### src/rtl/uart_pkg.sv
// Shared UART definitions used by the transmit framer and the receiver.
// UART_TX_PARITY_EN adds the parity state and the 11-bit frame length.
package uart_pkg;

    localparam int UART_DATA_BITS = 8;
    localparam int UART_FRAME_BITS_PARITY = 11;
    localparam int UART_FRAME_BITS_PLAIN = 10;

`ifdef UART_TX_PARITY_EN
    localparam int UART_FRAME_BITS = UART_FRAME_BITS_PARITY;

    typedef enum logic [2:0] {
        IDLE,
        START,
        DATA,
        PARITY,
        STOP
    } uart_state_e;
`else
    localparam int UART_FRAME_BITS = UART_FRAME_BITS_PLAIN;

    typedef enum logic [2:0] {
        IDLE,
        START,
        DATA,
        STOP
    } uart_state_e;
`endif

endpackage

### src/rtl/uart_baud_tick.sv
// Bit-period timer: counts 0..CLKS_PER_BIT-1, wraps, and flags the bit end.
// pre_tick marks the cycle before the last one so callers can register pulses.
module uart_baud_tick #(
    parameter int CLKS_PER_BIT = 5208
) (
    input  logic clk,
    input  logic n_rst,
    input  logic clear,
    output logic tick,
    output logic pre_tick
);

    localparam int CW = $clog2(CLKS_PER_BIT);
    localparam logic [CW-1:0] LAST = CW'(CLKS_PER_BIT - 1);
    localparam logic [CW-1:0] PRE = CW'(CLKS_PER_BIT - 2);

    if (CLKS_PER_BIT < 2 || CLKS_PER_BIT > 65535) begin : g_bad_cpb
        $error("uart_baud_tick: CLKS_PER_BIT out of range");
    end

    logic [CW-1:0] count;

    always_ff @(posedge clk or negedge n_rst) begin
        if (!n_rst) begin
            count <= '0;
        end else if (clear || count == LAST) begin
            count <= '0;
        end else begin
            count <= count + 1'b1;
        end
    end

    assign tick = (count == LAST);
    assign pre_tick = (count == PRE);

endmodule

### src/rtl/uart_tx_framer.sv
// UART transmit framer: start, 8 data bits LSB first, optional parity, stop.
// Define UART_TX_PARITY_EN for the 11-bit frame with a parity bit.
module uart_tx_framer
    import uart_pkg::*;
#(
    parameter int CLKS_PER_BIT = 5208,
    parameter int PARITY_ODD = 0
) (
    input  logic       clk,
    input  logic       n_rst,
    input  logic [7:0] tx_data,
    input  logic       tx_valid,
    output logic       tx_ready,
    output logic       tx,
    output logic       busy,
    output logic       frame_done
);

    if (PARITY_ODD != 0 && PARITY_ODD != 1) begin : g_bad_par
        $error("uart_tx_framer: PARITY_ODD must be 0 or 1");
    end

    uart_state_e state;
    logic [UART_DATA_BITS-1:0] shift;
    logic [2:0] index;
    logic bit_end;
    logic bit_pre;
    logic handshake;
`ifdef UART_TX_PARITY_EN
    logic parity;
`endif

    assign tx_ready = (state == IDLE);
    assign busy = ~tx_ready;
    assign handshake = tx_valid && tx_ready;

    // Timer is held at zero while idle so START gets a full bit period.
    uart_baud_tick #(
        .CLKS_PER_BIT(CLKS_PER_BIT)
    ) u_baud_tick (
        .clk     (clk),
        .n_rst   (n_rst),
        .clear   (tx_ready),
        .tick    (bit_end),
        .pre_tick(bit_pre)
    );

    always_ff @(posedge clk or negedge n_rst) begin
        if (!n_rst) begin
            state <= IDLE;
            shift <= '0;
            index <= '0;
            tx <= 1'b1;
            frame_done <= 1'b0;
`ifdef UART_TX_PARITY_EN
            parity <= 1'b0;
`endif
        end else begin
            frame_done <= (state == STOP) && bit_pre;
            unique case (state)
                IDLE: begin
                    if (handshake) begin
                        shift <= tx_data;
`ifdef UART_TX_PARITY_EN
                        parity <= (^tx_data) ^ 1'(PARITY_ODD);
`endif
                        index <= '0;
                        tx <= 1'b0;
                        state <= START;
                    end
                end
                START: begin
                    if (bit_end) begin
                        tx <= shift[0];
                        state <= DATA;
                    end
                end
                DATA: begin
                    if (bit_end) begin
                        if (index == 3'd7) begin
                            index <= '0;
`ifdef UART_TX_PARITY_EN
                            tx <= parity;
                            state <= PARITY;
`else
                            tx <= 1'b1;
                            state <= STOP;
`endif
                        end else begin
                            tx <= shift[1];
                            shift <= shift >> 1;
                            index <= index + 3'd1;
                        end
                    end
                end
`ifdef UART_TX_PARITY_EN
                PARITY: begin
                    if (bit_end) begin
                        tx <= 1'b1;
                        state <= STOP;
                    end
                end
`endif
                STOP: begin
                    if (bit_end) begin
                        state <= IDLE;
                    end
                end
                default: begin
                    tx <= 1'b1;
                    state <= IDLE;
                end
            endcase
        end
    end

endmodule

### config.mk
export PLATFORM = sky130hd
export DESIGN_NAME = uart_tx_framer
export DESIGN_NICKNAME = d
export VERILOG_FILES = /design/src/rtl/uart_pkg.sv /design/src/rtl/uart_baud_tick.sv /design/src/rtl/uart_tx_framer.sv
export SDC_FILE = /design/constraint.sdc
export NUM_CORES = 1
export LEC_CHECK = 0
export ABC_CLOCK_PERIOD_IN_PS = 4140
export CAP_MARGIN = 20
export CELL_PAD_IN_SITES_DETAIL_PLACEMENT = 1
export CELL_PAD_IN_SITES_GLOBAL_PLACEMENT = 2
export CORE_MARGIN = 5
export CORE_UTILIZATION = 29
export CTS_CLUSTER_SIZE = 8
export DETAILED_ROUTE_END_ITERATION = 10
export PLACE_DENSITY_LB_ADDON = 0.1
export SLEW_MARGIN = 20
export SYNTH_ARGS = -nofsm -noshare
export SYNTH_HDL_FRONTEND = slang
export SYNTH_SLANG_ARGS = --single-unit
### constraint.sdc
create_clock -name clk -period 4.14 [get_ports clk]
set_input_delay 0.828 -clock clk [delete_from_list [all_inputs] [get_ports clk]]
set_output_delay 0.828 -clock clk [all_outputs]
set_load 0.02 [all_outputs]
Word-level counts from Yosys, hierarchy flattened
Index checks and enable logic that the tools add are counted.
{"block": "word_totals", "register_bits": 29, "latch_bits": 0, "ramBits": 0, "rom_bits": 0, "in_bits": 11, "memories": 0}
{"block": "classes", "n_addsub": 2, "multipliers": 0, "div_mod_pow": 0, "order_cmp": 0, "eq_ne": 12, "shift": 0, "n_mux": 20, "n_bitwise": 2, "n_reduce_logical": 9}
{"operator": "$eq A13 B13 Y1 const B", "count": 2}
{"operator": "$mux W3", "count": 8}
{"operator": "$mux W8", "count": 3}
{"operator": "$pmux W8 S2", "count": 1}
{"operator": "$add A13 B1 Y13 const B", "count": 1}
{"operator": "$mux W13", "count": 1}
{"operator": "$pmux W3 S4", "count": 1}
{"operator": "$ne A2 B2 Y1 const B", "count": 5}
{"operator": "$reduce_and A4 Y1", "count": 2}
{"operator": "$eq A3 B2 Y1 const B", "count": 2}
{"operator": "$pmux W3 S2", "count": 1}
{"operator": "$reduce_and A5 Y1", "count": 1}
{"operator": "$mux W1", "count": 4}
{"operator": "$pmux W1 S4", "count": 1}
{"operator": "$add A3 B1 Y3 const B", "count": 1}
{"operator": "$eq A3 B1 Y1 const B", "count": 1}
{"operator": "$eq A3 B3 Y1 const B", "count": 1}
{"operator": "$logic_not A3 Y1", "count": 1}
{"operator": "$reduce_and A3 Y1", "count": 1}
{"operator": "$logic_and A1 B1 Y1", "count": 2}
{"operator": "$ne A2 B1 Y1 const B", "count": 1}
{"operator": "$not A1 Y1", "count": 2}
{"operator": "$reduce_bool A2 Y1", "count": 1}
{"operator": "$logic_or A1 B1 Y1", "count": 1}

Depth between registers and ports, before layout
{"block": "logic_depth", "depth_word": 4, "depth_mapped": 7}

Hierarchy
Synthesis repeated with hierarchy kept, for this count alone.
{"block": "hier_totals", "cells_unflattened": 146, "hier_area_um2": 1609.0}
{"mod": "uart_tx_framer", "n_inst": 1, "cells_each": 77, "area_per_inst_um2": 917.1, "seq_area_each_um2": 376.6}
{"mod": "uart_baud_tick", "n_inst": 1, "cells_each": 69, "area_per_inst_um2": 691.9, "seq_area_each_um2": 325.3}

Worst setup path before layout
No wires, ideal clock.
{"block": "synth_timing", "path_type": "reg-to-reg", "start": "register state[0]", "end": "register shift[3]", "t_arrival_ns": 1.951, "setup_slack_ns": 2.085, "stages_incl_launch_ff": 7, "n_path_buf": 1, "synth_period_minus_slack_ns": 2.055, "cell_sequence": "dfrtp_1 inv_1 ha_1 clkbuf_1 mux2i_1 nor2_4 a221oi_1"}
{"block": "synth_via", "elab_chain_cells": 4, "elab_cells_between_ends": 9, "cone_classes": "4 x eq/ne; 1 x mux; 4 x reduce/logical"}
{"element": "start: declaration", "line": "uart_tx_framer.sv:23", "text": "uart_state_e state;"}
{"element": "start signal: assignment", "line": "uart_tx_framer.sv:50", "text": "state <= IDLE;"}
{"element": "start signal: assignment", "line": "uart_tx_framer.sv:69", "text": "state <= START;"}
{"element": "start signal: assignment", "line": "uart_tx_framer.sv:75", "text": "state <= DATA;"}
{"element": "$logic_not A3 Y1 (*)", "line": "uart_tx_framer.sv:33", "text": "assign tx_ready = (state == IDLE);"}
{"element": "via tx_ready", "line": "uart_tx_framer.sv:13", "text": "output logic tx_ready,"}
{"element": "$logic_and A1 B1 Y1", "line": "uart_tx_framer.sv:35", "text": "assign handshake = tx_valid && tx_ready;"}
{"element": "$ne A2 B1 Y1 (no source line)"}
{"element": "$reduce_and A4 Y1 (no source line)"}
{"element": "end signal: assignment", "line": "uart_tx_framer.sv:63", "text": "shift <= tx_data;"}
{"element": "end signal: assignment", "line": "uart_tx_framer.sv:91", "text": "shift <= shift >> 1;"}
{"element": "end: declaration", "line": "uart_tx_framer.sv:24", "text": "logic [UART_DATA_BITS-1:0] shift;"}
Mark *: on every way through the listed nets, which the timed path passes. The rest lies on a longest branch.
A chain may end at the register's enable or synchronous reset.

Worst setup path in the final report
{"block": "layout_timing", "start": "register state[0]", "end": "output tx_ready"}
{"block": "layout_via", "elab_chain_cells": 1}
{"element": "$logic_not A3 Y1", "line": "uart_tx_framer.sv:33"}
{"element": "end: declaration", "line": "uart_tx_framer.sv:13"}
No other way between the ends.

==> metrics.cfg <==
[sta]
final-hold-violation-count = 0
rsz0062_at_grt = no
setup_viol = 0
worst_slew_margin_rel_pct = 45.7
achievable-frequency_mhz = 368
clock_skew_ns = 0.00721
final_min_period_ns = 2.72
final_max_slew_viol_count = 0
final_worst_path_period_share_pct = 65.6
tightest_slew_ns = 0.792
fin_tns_setup_ns = 0

[floorplan]
initial_utilization_pct = 29.6
placementRows = 27
chipHeight_um = 84.7
coreArea_mm2 = 0.00547
overall_die_area_mm2 = 0.00718
num_io_pins = 15
chip_width_um = 84.7

[logic_synthesis]
postSynthNetCount = 183
synthDominantAreaCellType = sky130_fd_sc_hd__dfrtp_1
synth.cell_area_mm2 = 0.00162
synthDominantCellAreaShare_pct = 41.7
synth_top_cells_by_area = sky130_fd_sc_hd__dfrtp_1 (42%), sky130_fd_sc_hd__ha_1 (7.0%), sky130_fd_sc_hd__nor2_1 (4.4%)
ys_seq_area_share_pct = 43.4
synth_area_per_cell_um2 = 9.93
syn-instance-count = 163
post_synth_num_cell_types = 42
synth_seq_cells = 28
yosysWarnings = 0

[status]
status = finished clean

[detailed_routing]
drt-total-wl_mm = 3.88
via_per_inst = 5.02
wire_per_inst_um = 15.7
drt_pass1_iterations = 4
drc_errors = 0
vias = 1240
ant_nets = 0
drt-initial-drc-count = 56

[global_route]
grtUsageTotal_pct = 12.1
globalRouteOverflowTotal = 0
first_global_vias = 1440
global_route_wire_length_before_repair_mm = 7.07
antenna_found_initial = 0
maximum_number_of_pins_on_one_net_before_global_route_repair = 29

[critical_path]
reg2reg_to = index[1]$_DFFE_PN0P_
critical_path.startpoint_type = register
worstSetupEndpoint = tx_ready
crit_required_ns = 3.31
setup.worst_path.class = register to output pin
crit_start = state[0]$_DFFE_PN0P_
r2r_cells = 6
crit_arrival_ns = 1.89
r2r_slack_ns = 1.77
regToRegStartpoint = state[0]$_DFFE_PN0P_
crit_path_max_fanout = 9
timing.critical_path.to_type = output pin

[finish]
design_area_mm2 = 0.00189
antenna-diode-count = 0
area_growth_pct = 16.5
num-nets-final = 196
post_route_cells_drive_above_1_share_pct = 9.71

[clocking]
cts.hold.buffers_added = 0
worst_skew_pair.late_latency_ns = 0.28
cts.sinks = 28
postCtsSetupBuffers = 0
cts-root-buf = sky130_fd_sc_hd__clkbuf_8
cts-root-to-sink-buffers = 2
path_clk_slew_ns = 0.11
postCtsResizedCells = 0
clock_tree_from_tritoncts = done
tritoncts.num_buffers = 3
cts_max_level = 1

[pwr]
design_power_total_uw = 513
power.leakage_nw = 0.826
worst_vdd_drop_uv = 118
power_density_mw_per_mm2 = 272

[placement]
place_hpwl_mm = 2.87
io_buffers = 14
detailed_place.area_mm2 = 0.00181
gp_congestion = 0.742

[run]
max_cap_violations = 0

[min_path]
holdCritPathClass = register to register

[final cells by class]
type	instances	area, um2
multi-input cells	118	837
well taps	72	90.1
fillers	645	3590
repair buffers	15	148
clock inverters	1	30.0
clock buffers	3	41.3
inverters	10	37.5
flip-flops and latches	28	702
[through the flow]
stage          hold slack, ns  utilization (%)  std cells  setup WS, ns
6_report                0.532             34.5        247          1.42
5_1_grt                 0.581             34.5        247          1.31
4_1_cts                 0.539             34.5        247          1.40
3_5_place_dp            0.512             33.2        243          1.61
3_3_place_gp            0.500             33.2        243          1.73
2_1_floorplan           0.473                -        163          2.09
[synthesized netlist by cell type]
| library cell | instances |
|---|---|
| sky130_fd_sc_hd__nand4bb_1 | 2 |
| sky130_fd_sc_hd__buf_6 | 2 |
| sky130_fd_sc_hd__and3b_1 | 2 |
| sky130_fd_sc_hd__mux2i_1 | 1 |
| sky130_fd_sc_hd__nor4_4 | 1 |
| sky130_fd_sc_hd__and3_1 | 3 |
| sky130_fd_sc_hd__nand2_1 | 9 |
| sky130_fd_sc_hd__o211ai_1 | 4 |
| sky130_fd_sc_hd__clkbuf_1 | 4 |
| sky130_fd_sc_hd__dfrtp_1 | 27 |
| sky130_fd_sc_hd__nor3_1 | 4 |
| sky130_fd_sc_hd__a221oi_1 | 3 |
| sky130_fd_sc_hd__a31oi_1 | 1 |
| sky130_fd_sc_hd__and4bb_2 | 1 |
| sky130_fd_sc_hd__nor2b_1 | 5 |
| sky130_fd_sc_hd__xor2_1 | 4 |
| sky130_fd_sc_hd__nor3b_1 | 1 |
| sky130_fd_sc_hd__dfstp_2 | 1 |
| sky130_fd_sc_hd__nand4_1 | 4 |
| sky130_fd_sc_hd__o21ai_1 | 1 |
| sky130_fd_sc_hd__nand4b_1 | 1 |
| sky130_fd_sc_hd__o21a_1 | 1 |
| sky130_fd_sc_hd__a211oi_2 | 1 |
| sky130_fd_sc_hd__nor4b_1 | 1 |
| sky130_fd_sc_hd__nor2_1 | 19 |
| sky130_fd_sc_hd__o21ai_0 | 2 |
| sky130_fd_sc_hd__o22ai_1 | 7 |
| sky130_fd_sc_hd__nand3b_1 | 2 |
| sky130_fd_sc_hd__a21oi_1 | 5 |
| sky130_fd_sc_hd__nand2b_1 | 1 |
| sky130_fd_sc_hd__or2_2 | 1 |
| sky130_fd_sc_hd__buf_2 | 1 |
| sky130_fd_sc_hd__ha_1 | 9 |
| sky130_fd_sc_hd__nor2_4 | 1 |
| sky130_fd_sc_hd__mux2_2 | 3 |
| sky130_fd_sc_hd__or3b_4 | 1 |
| sky130_fd_sc_hd__a311oi_2 | 1 |
| sky130_fd_sc_hd__xnor2_1 | 7 |
| sky130_fd_sc_hd__nand3_1 | 7 |
| sky130_fd_sc_hd__or4_4 | 1 |
| sky130_fd_sc_hd__a21o_1 | 1 |
| sky130_fd_sc_hd__inv_1 | 10 |
[critical path, cell delays in order (launching register included)]
cell                              delay, ns
sky130_fd_sc_hd__dfrtp_1               0.43
sky130_fd_sc_hd__inv_1                 0.12
sky130_fd_sc_hd__ha_1                  0.39
sky130_fd_sc_hd__clkdlybuf4s50_1       0.68
[logic make-up after synthesis]
group | synth area share (%)
and+or+nand+nor | 24.4
DFF | 43.4
AOI/OAI and AO/OA | 11.7
buffers and inverters | 4.95
xor gates and xnor gates | 5.95
adders and majority gates | 6.96
muxes | 2.70
[cell usage in the layout, fill, tap and decap left out, types with 2 or more instances in the layout]
master / n
sky130_fd_sc_hd__dfrtp_1: 27
sky130_fd_sc_hd__nor2_1: 19
sky130_fd_sc_hd__clkdlybuf4s50_1: 14
sky130_fd_sc_hd__inv_1: 10
sky130_fd_sc_hd__nand2_1: 9
sky130_fd_sc_hd__ha_1: 9
sky130_fd_sc_hd__nand3_1: 7
sky130_fd_sc_hd__xnor2_1: 7
sky130_fd_sc_hd__o22ai_1: 7
sky130_fd_sc_hd__nor2b_1: 5
sky130_fd_sc_hd__a21oi_1: 5
sky130_fd_sc_hd__nand4_1: 4
sky130_fd_sc_hd__nor3_1: 4
sky130_fd_sc_hd__xor2_1: 4
sky130_fd_sc_hd__o211ai_1: 4
sky130_fd_sc_hd__and3_1: 3
sky130_fd_sc_hd__mux2_2: 3
sky130_fd_sc_hd__a221oi_1: 3
sky130_fd_sc_hd__clkbuf_8: 3
sky130_fd_sc_hd__nand4bb_1: 2
sky130_fd_sc_hd__nand3b_1: 2
sky130_fd_sc_hd__and3b_1: 2
sky130_fd_sc_hd__o21ai_0: 2
[how the worst min path moves through the flow]
stage | slack, ns | endpoint | from | cells past startpoint
after global routing | 0.58 | shift[7]$_DFFE_PN0P_ | shift[7]$_DFFE_PN0P_ | 2
after global placement | 0.50 | u_baud_tick.count[0]$_DFF_PN0_ | u_baud_tick.count[0]$_DFF_PN0_ | 1
after detailed placement | 0.51 | shift[7]$_DFFE_PN0P_ | shift[7]$_DFFE_PN0P_ | 2
after CTS | 0.54 | shift[7]$_DFFE_PN0P_ | shift[7]$_DFFE_PN0P_ | 2
final | 0.53 | shift[7]$_DFFE_PN0P_ | shift[7]$_DFFE_PN0P_ | 2
after floorplan | 0.47 | u_baud_tick.count[0]$_DFF_PN0_ | u_baud_tick.count[0]$_DFF_PN0_ | 1
[routing by layer]
layer | track usage (%) | wire, um | part of all wire (%)
met3 | 2.06 | 89 | 2.3
met5 | 0 | 0 | 0
met1 | 15.5 | 1820 | 47
met4 | 4.03 | 25 | 0.64
met2 | 20.4 | 1950 | 50
[flip-flops by register name, indices dropped and copies added (netlist names)]
register           cells
frame_done             1
index                  3
shift                  8
state                  2
tx                     1
u_baud_tick.count     13
[report_power, final]
part	internal, mW	switching [mW]
Combinational	0.00928	0.00733
Clock	0.130	0.0934
Sequential	0.273	0
Note: power is estimated with default switching activity, not from simulation.
